### config.mk
export PLATFORM = sky130hd
export DESIGN_NAME = led_top
export DESIGN_NICKNAME = d
export VERILOG_FILES = /design/src/rtl/led_top.sv
export SDC_FILE = /design/constraint.sdc
export NUM_CORES = 1
export LEC_CHECK = 0
export ABC_CLOCK_PERIOD_IN_PS = 1300
export BUFFER_PORTS_ARGS = -buffer_cell sky130_fd_sc_hd__buf_2
export CORE_AREA = 2 2 39 41
export DETAILED_ROUTE_END_ITERATION = 8
export DIE_AREA = 0 0 41 43
export GPL_TIMING_DRIVEN = 0
export PLACE_DENSITY = 0.5
export SLEW_MARGIN = 20
export SYNTH_ARGS = -nofsm -noshare
export SYNTH_HDL_FRONTEND = slang
export SYNTH_SLANG_ARGS = --single-unit
### constraint.sdc
create_clock -name clk -period 1.3 [get_ports clk]
set_clock_uncertainty 0.05 [all_clocks]
set_input_delay 0.195 -clock clk [delete_from_list [all_inputs] [get_ports clk]]
set_output_delay 0.195 -clock clk [all_outputs]
set_load 0.05 [all_outputs]
### src/rtl/led_top.sv
// Rotating one-hot LED chaser with button hold and an optional JTAG TAP whose
// LEDCTRL register can override the LEDs; the TAP is compiled in with LED_TOP_JTAG_EN.
module led_top #(
    parameter int          DIV_LOG2 = 6,
    parameter logic [31:0] IDCODE   = 32'h1000_0A6D
) (
    input  logic clk,
    input  logic reset,
    input  logic jtag_tck,
    input  logic jtag_tms,
    input  logic jtag_tdi,
    output logic jtag_tdo,
    output logic led0,
    output logic led1,
    output logic led2,
    input  logic button
);

    logic                button_meta;
    logic                held;
    logic [DIV_LOG2-1:0] presc;
    logic [2:0]          pattern;
    logic                tick;

    assign tick = &presc;

    // NOTE: sequential state always uses non-blocking assignments so every
    // register samples pre-edge values, independent of statement order.
    always_ff @(posedge clk) begin
        if (reset) begin
            button_meta <= 1'b0;
            held        <= 1'b0;
            presc       <= '0;
            pattern     <= 3'b001;
        end else begin
            button_meta <= button;
            held        <= button_meta;
            presc       <= presc + 1'b1;
            if (tick && !held)
                pattern <= {pattern[1:0], pattern[2]};
        end
    end

`ifdef LED_TOP_JTAG_EN
    typedef enum logic [3:0] {
        TLR, RTI,
        SEL_DR, CAP_DR, SH_DR, EX1_DR, PAU_DR, EX2_DR, UPD_DR,
        SEL_IR, CAP_IR, SH_IR, EX1_IR, PAU_IR, EX2_IR, UPD_IR
    } tap_state_t;

    localparam logic [3:0] INSTR_IDCODE  = 4'b0001;
    localparam logic [3:0] INSTR_LEDCTRL = 4'b0010;

    function automatic tap_state_t tap_next(input tap_state_t s, input logic tms);
        case (s)
            TLR:     tap_next = tms ? TLR    : RTI;
            RTI:     tap_next = tms ? SEL_DR : RTI;
            SEL_DR:  tap_next = tms ? SEL_IR : CAP_DR;
            CAP_DR:  tap_next = tms ? EX1_DR : SH_DR;
            SH_DR:   tap_next = tms ? EX1_DR : SH_DR;
            EX1_DR:  tap_next = tms ? UPD_DR : PAU_DR;
            PAU_DR:  tap_next = tms ? EX2_DR : PAU_DR;
            EX2_DR:  tap_next = tms ? UPD_DR : SH_DR;
            UPD_DR:  tap_next = tms ? SEL_DR : RTI;
            SEL_IR:  tap_next = tms ? TLR    : CAP_IR;
            CAP_IR:  tap_next = tms ? EX1_IR : SH_IR;
            SH_IR:   tap_next = tms ? EX1_IR : SH_IR;
            EX1_IR:  tap_next = tms ? UPD_IR : PAU_IR;
            PAU_IR:  tap_next = tms ? EX2_IR : PAU_IR;
            EX2_IR:  tap_next = tms ? UPD_IR : SH_IR;
            UPD_IR:  tap_next = tms ? SEL_DR : RTI;
            default: tap_next = TLR;
        endcase
    endfunction

    logic [1:0]  tck_sync, tms_sync, tdi_sync;
    logic        tck_d;
    logic        tck_rise, tck_fall;
    tap_state_t  tap;
    logic [3:0]  ir, ir_sr;
    logic [31:0] dr_sr;
    logic [3:0]  ledctrl;
    logic        tdo_q;

    assign tck_rise = tck_sync[1] & ~tck_d;
    assign tck_fall = ~tck_sync[1] & tck_d;

    always_ff @(posedge clk) begin
        if (reset) begin
            tck_sync <= '0;
            tms_sync <= '0;
            tdi_sync <= '0;
            tck_d    <= 1'b0;
            tap      <= TLR;
            ir       <= INSTR_IDCODE;
            ir_sr    <= '0;
            dr_sr    <= '0;
            ledctrl  <= '0;
            tdo_q    <= 1'b0;
        end else begin
            tck_sync <= {tck_sync[0], jtag_tck};
            tms_sync <= {tms_sync[0], jtag_tms};
            tdi_sync <= {tdi_sync[0], jtag_tdi};
            tck_d    <= tck_sync[1];

            // Register actions belong to the state being left on this rise.
            if (tck_rise) begin
                tap <= tap_next(tap, tms_sync[1]);
                case (tap)
                    CAP_IR: ir_sr <= 4'b0101;
                    SH_IR:  ir_sr <= {tdi_sync[1], ir_sr[3:1]};
                    UPD_IR: ir    <= ir_sr;
                    CAP_DR: begin
                        case (ir)
                            INSTR_IDCODE:  dr_sr <= IDCODE;
                            INSTR_LEDCTRL: dr_sr <= {28'd0, ledctrl};
                            default:       dr_sr <= '0;
                        endcase
                    end
                    SH_DR: begin
                        case (ir)
                            INSTR_IDCODE:  dr_sr      <= {tdi_sync[1], dr_sr[31:1]};
                            INSTR_LEDCTRL: dr_sr[3:0] <= {tdi_sync[1], dr_sr[3:1]};
                            default:       dr_sr[0]   <= tdi_sync[1];
                        endcase
                    end
                    UPD_DR: if (ir == INSTR_LEDCTRL) ledctrl <= dr_sr[3:0];
                    default: ;
                endcase
            end

            if (tck_fall) begin
                if (tap == SH_IR)
                    tdo_q <= ir_sr[0];
                else if (tap == SH_DR)
                    tdo_q <= dr_sr[0];
                else
                    tdo_q <= 1'b0;
            end

            // Sitting in Test-Logic-Reset wins over any update above.
            if (tap == TLR) begin
                ir      <= INSTR_IDCODE;
                ledctrl <= '0;
            end
        end
    end

    assign jtag_tdo = tdo_q;
    assign {led2, led1, led0} = ledctrl[3] ? ledctrl[2:0] : pattern;
`else
    logic unused_jtag;
    assign unused_jtag = ^{jtag_tck, jtag_tms, jtag_tdi, IDCODE};
    assign jtag_tdo = 1'b0;
    assign {led2, led1, led0} = pattern;
`endif

endmodule

# Word level (Yosys, flattened, before mapping)
# Cells that the tools add are included.
totals:
  out_inout_bits: 4
  register_bits: 11
  in_bits: 6
  word_cells: 8
classes:
  n_addsub: 1
  reduce_logical: 3
ops:
  columns: ["cell", "n"]
  rows:
  - ["$add A6 B1 Y6 const B", 1]
  - ["$reduce_and A6 Y1", 1]
  - ["$logic_and A1 B1 Y1", 1]
  - ["$logic_not A1 Y1", 1]

# Depth between registers and ports, before layout
depth:
  word_depth: 2
  ltp_mapped: 4
  mapped_depth_nobuf: 4

# Worst setup path before layout
# No wires, ideal clock.
synth_timing:
  kind: "register -> register"
  startpoint: "register presc[0]"
  endpoint: "register pattern[2]"
  required_time_ns: 1.178
  stages_incl_launch_ff: 5
  arrival_ns: 1.080
  slack_ns: 0.098
  setup_time_ns: 0.072
  period_less_slack_ns: 1.202
  path_cell_list: "dfxtp_1 > ha_1 > nand3_2 > nor3_4 > mux2i_1"
synth_via:
  elab_chain_len: 2
synth_rtl:
  columns: ["item", "line_no", "rtl"]
  rows:
  - ["start, declared", "21", "logic [DIV_LOG2-1:0] presc;"]
  - ["start signal, assigned", "38", "presc <= presc + 1'b1;"]
  - ["$reduce_and A6 Y1", "25", "assign tick = &presc;"]
  - ["$logic_and A1 B1 Y1", "39", "if (tick && !held)"]
  - ["end signal, assigned", "40", "pattern <= {pattern[1:0], pattern[2]};"]
  - ["end, declared", "22", "logic [2:0] pattern;"]
# No other way between the ends.
# A chain may end at the register's enable or synchronous reset.

# Worst setup path in the final report
# Ends and elaborated chain as after synthesis.

==> summary.md <==
| Metric | Value |
|---|---|
| Utilization after layout | `0.376` |
| Clock Path Buffers | `2` |
| H-tree levels | `1` |
| Vias in the first global route | `262` |
| Worst-path maximum fanout | `4` |
| Crit path capture type | `flip-flop` |
| CTS tree | `yes` |
| DIE AREA | `0.00176 mm2` |
| Max incr delay on CP | `370 ps` |
| Root Buffer | `clkbuf_4` |
| Pin count of the biggest net entering global routing | `11` |
| Core Rows | `14` |
| Worst endpoint required time | `1440 ps` |
| Max-cap violations | `0` |
| Area contributors post-synth | `dfxtp_1 (52%), mux2i_1 (7.1%), nor2_1 (5.3%)` |
| Detail Route Antenna Nets | `0` |
| Maximum vdd drop | `0.548 mV` |
| Top Metal Used | `met4` |
| Worst Path Buf+Inv | `0` |
| Routed len/inst | `9.21 um` |
| Synth cell types | `18` |
| M1 wire length | `293 um` |
| Synth Area per Inst | `10.1 um2` |
| GRT Total Usage | `0.0881` |
| Met2 wire length | `292 um` |
| First-pass GRT wire length | `972 um` |
| Period minus WS final | `1240 ps` |
| Fraction of layout instances using a drive strength above 1 | `0.275` |
| Final Max Slew Viols | `0` |
| Vias per cell | `4.27` |
| Drt drc | `0` |
| Synth warnings | `0` |
| Post-synth top area share | `0.519` |
| Syn Nets | `49` |
| Worst-Skew Late Latency | `260 ps` |
| Routed met3 length | `24 um` |
| Setup TNS | `0 ps` |
| Grt ovf | `0` |
| Initial Utilization | `0.307` |
| Register bit total from synthesis | `11` |
| Hold Vio Cnt, Final | `0` |
| Pre-antenna DRT Iters | `2` |
| Cells after synthesis | `42` |
| Kind of critical path | `reg2reg` |
| Num ports | `10` |
| Status | `finished, final reports clean` |
| Area leader, netlist | `dfxtp_1` |
| Die span in y | `43 um` |
| Design Area, Final | `520 um2` |
| Final period utilization | `0.952` |
| Clock sinks | `11` |
| CTS buffer count | `3` |
| Routed wire length | `617 um` |
| Max Clock Freq | `808 MHz` |
| Sequential area share after synthesis | `0.519` |
| RSZ-0062 raised after global routing | `no` |
| Ant diodes | `0` |
| Power Density | `1210 mW/mm2` |
| PortBufs | `5` |
| Placement Cell Area | `469 um2` |
| Setup violations, final | `0` |
| Min-delay worst type | `in2reg` |
| Slowest stage cell, crit path | `dfxtp_4` |
| Static Leak | `0.191 nW` |
| Total power | `0.628 mW` |
| P&R area growth vs syn | `22.7%` |
| Nature of the critical path startpoint | `flip-flop` |
| Dpl hpwl | `440 um` |
| Core area | `0.00138 mm2` |
| Cell Chain, Critical Path | `ha_4, nand3_4, nor3_4, mux2i_1` |
| Register clock-pin slew on the reported worst setup and hold paths | `70 ps` |
| Setup Fix Bufs, Post-CTS | `0` |
| Cell Area, Synth | `424 um2` |
| Routability congestion estimate | `0.663` |
| Worst Path Arrival | `1380 ps` |
| Via count | `286` |
| Nets | `59` |
| Die width | `41 um` |
| CP delay by family, top | `flip-flops` |
| DRT iter0 DRCs | `7` |
| Initial antenna violation count | `0` |
-- cell families (layout without fill, tap and decap cells) --
group | count (synthesis) | after routing | share of synthesized area
compound gates | 2 | 2 | 0.0236
xor+xnor | 3 | 3 | 0.0620
fa+ha+maj | 1 | 1 | 0.0295
buf+inv | 2 | 11 | 0.0265
flops | 11 | 11 | 0.519
mux | 3 | 3 | 0.0708
other cells | 1 | 1 | 0.00884
simple gates | 19 | 19 | 0.260
-- cell usage in the layout (no fill, tap or decap) --
| master | instances |
|---|---|
| or3_1 | 1 |
| nor3_4 | 1 |
| nor2b_1 | 3 |
| conb_1 | 1 |
| xor2_1 | 2 |
| dfxtp_2 | 1 |
| xnor2_1 | 1 |
| buf_4 | 1 |
| ha_4 | 1 |
| a21oi_1 | 1 |
| nor2_1 | 6 |
| dfxtp_4 | 1 |
| nand3_4 | 1 |
| nand3_1 | 2 |
| clkbuf_4 | 3 |
| nand2b_1 | 3 |
| dfxtp_1 | 9 |
| clkbuf_1 | 2 |
| mux2i_1 | 3 |
| buf_2 | 5 |
| o21ai_0 | 1 |
| nand2_1 | 2 |
-- metrics by stage --
stage	setup slack, ps	hold WS [ps]	cells
after floorplan	98.2	273	42
after global placement	-11.4	360	63
after detailed placement	-35.0	367	63
after CTS	4.20	83.0	67
after global routing	7.23	106	67
final	61.9	89.4	67
-- final timing paths --
path | from | to | slack, ps | depth (start not counted)
worst max-delay path | presc[0] | pattern[2] | 60 | 4
worst max register to register | presc[0] | pattern[2] | 60 | 4
worst min register to register | button_meta | held | 390 | 1
worst min-delay path | button | button_meta | 90 | 2
-- timing repair --
item,4_1_cts,5_1_grt
setup endpoints to repair,3,3
pin swaps,1,1
resized for setup,0,6
hold buffers,0,0
-- flip-flops by register name, summed over array words and instances (netlist names) --
| name | count |
|---|---|
| button_meta | 1 |
| held | 1 |
| pattern | 3 |
| presc | 6 |
-- routing by layer --
layer,up-vias,GRT usage
li1,150,-
met4,0,0.100
met1,130,0.106
met3,2,0.0314
met5,-,0
met2,4,0.106
-- synthesized netlist by cell type --
master    count
buf_4         1
nand3_2       1
nand3_1       2
nand2_1       2
clkbuf_1      1
xnor2_1       1
nor2b_1       3
xor2_1        2
dfxtp_1      11
o21ai_0       1
ha_1          1
nand2b_1      3
or3_1         1
mux2i_1       3
nor3_4        1
a21oi_1       1
nor2_1        6
conb_1        1
-- power by group --
group          switching, mW  internal [mW]  leakage [nW]
registers             0.0124          0.348        0.0905
logic                 0.0187         0.0184        0.0853
clock network          0.112          0.119        0.0150
-- area by class of cell --
| cell class | instances | area, um2 |
|---|---|---|
| Buffer | 2 | 11.3 |
| Clock buffer | 4 | 26.3 |
| Fill cell | 140 | 863 |
| Multi-Input combinational cell | 29 | 213 |
| Sequential cell | 11 | 225 |
| Tap cell | 16 | 20.0 |
| Timing Repair Buffer | 5 | 25.0 |
(Power assumes the default switching activity.)
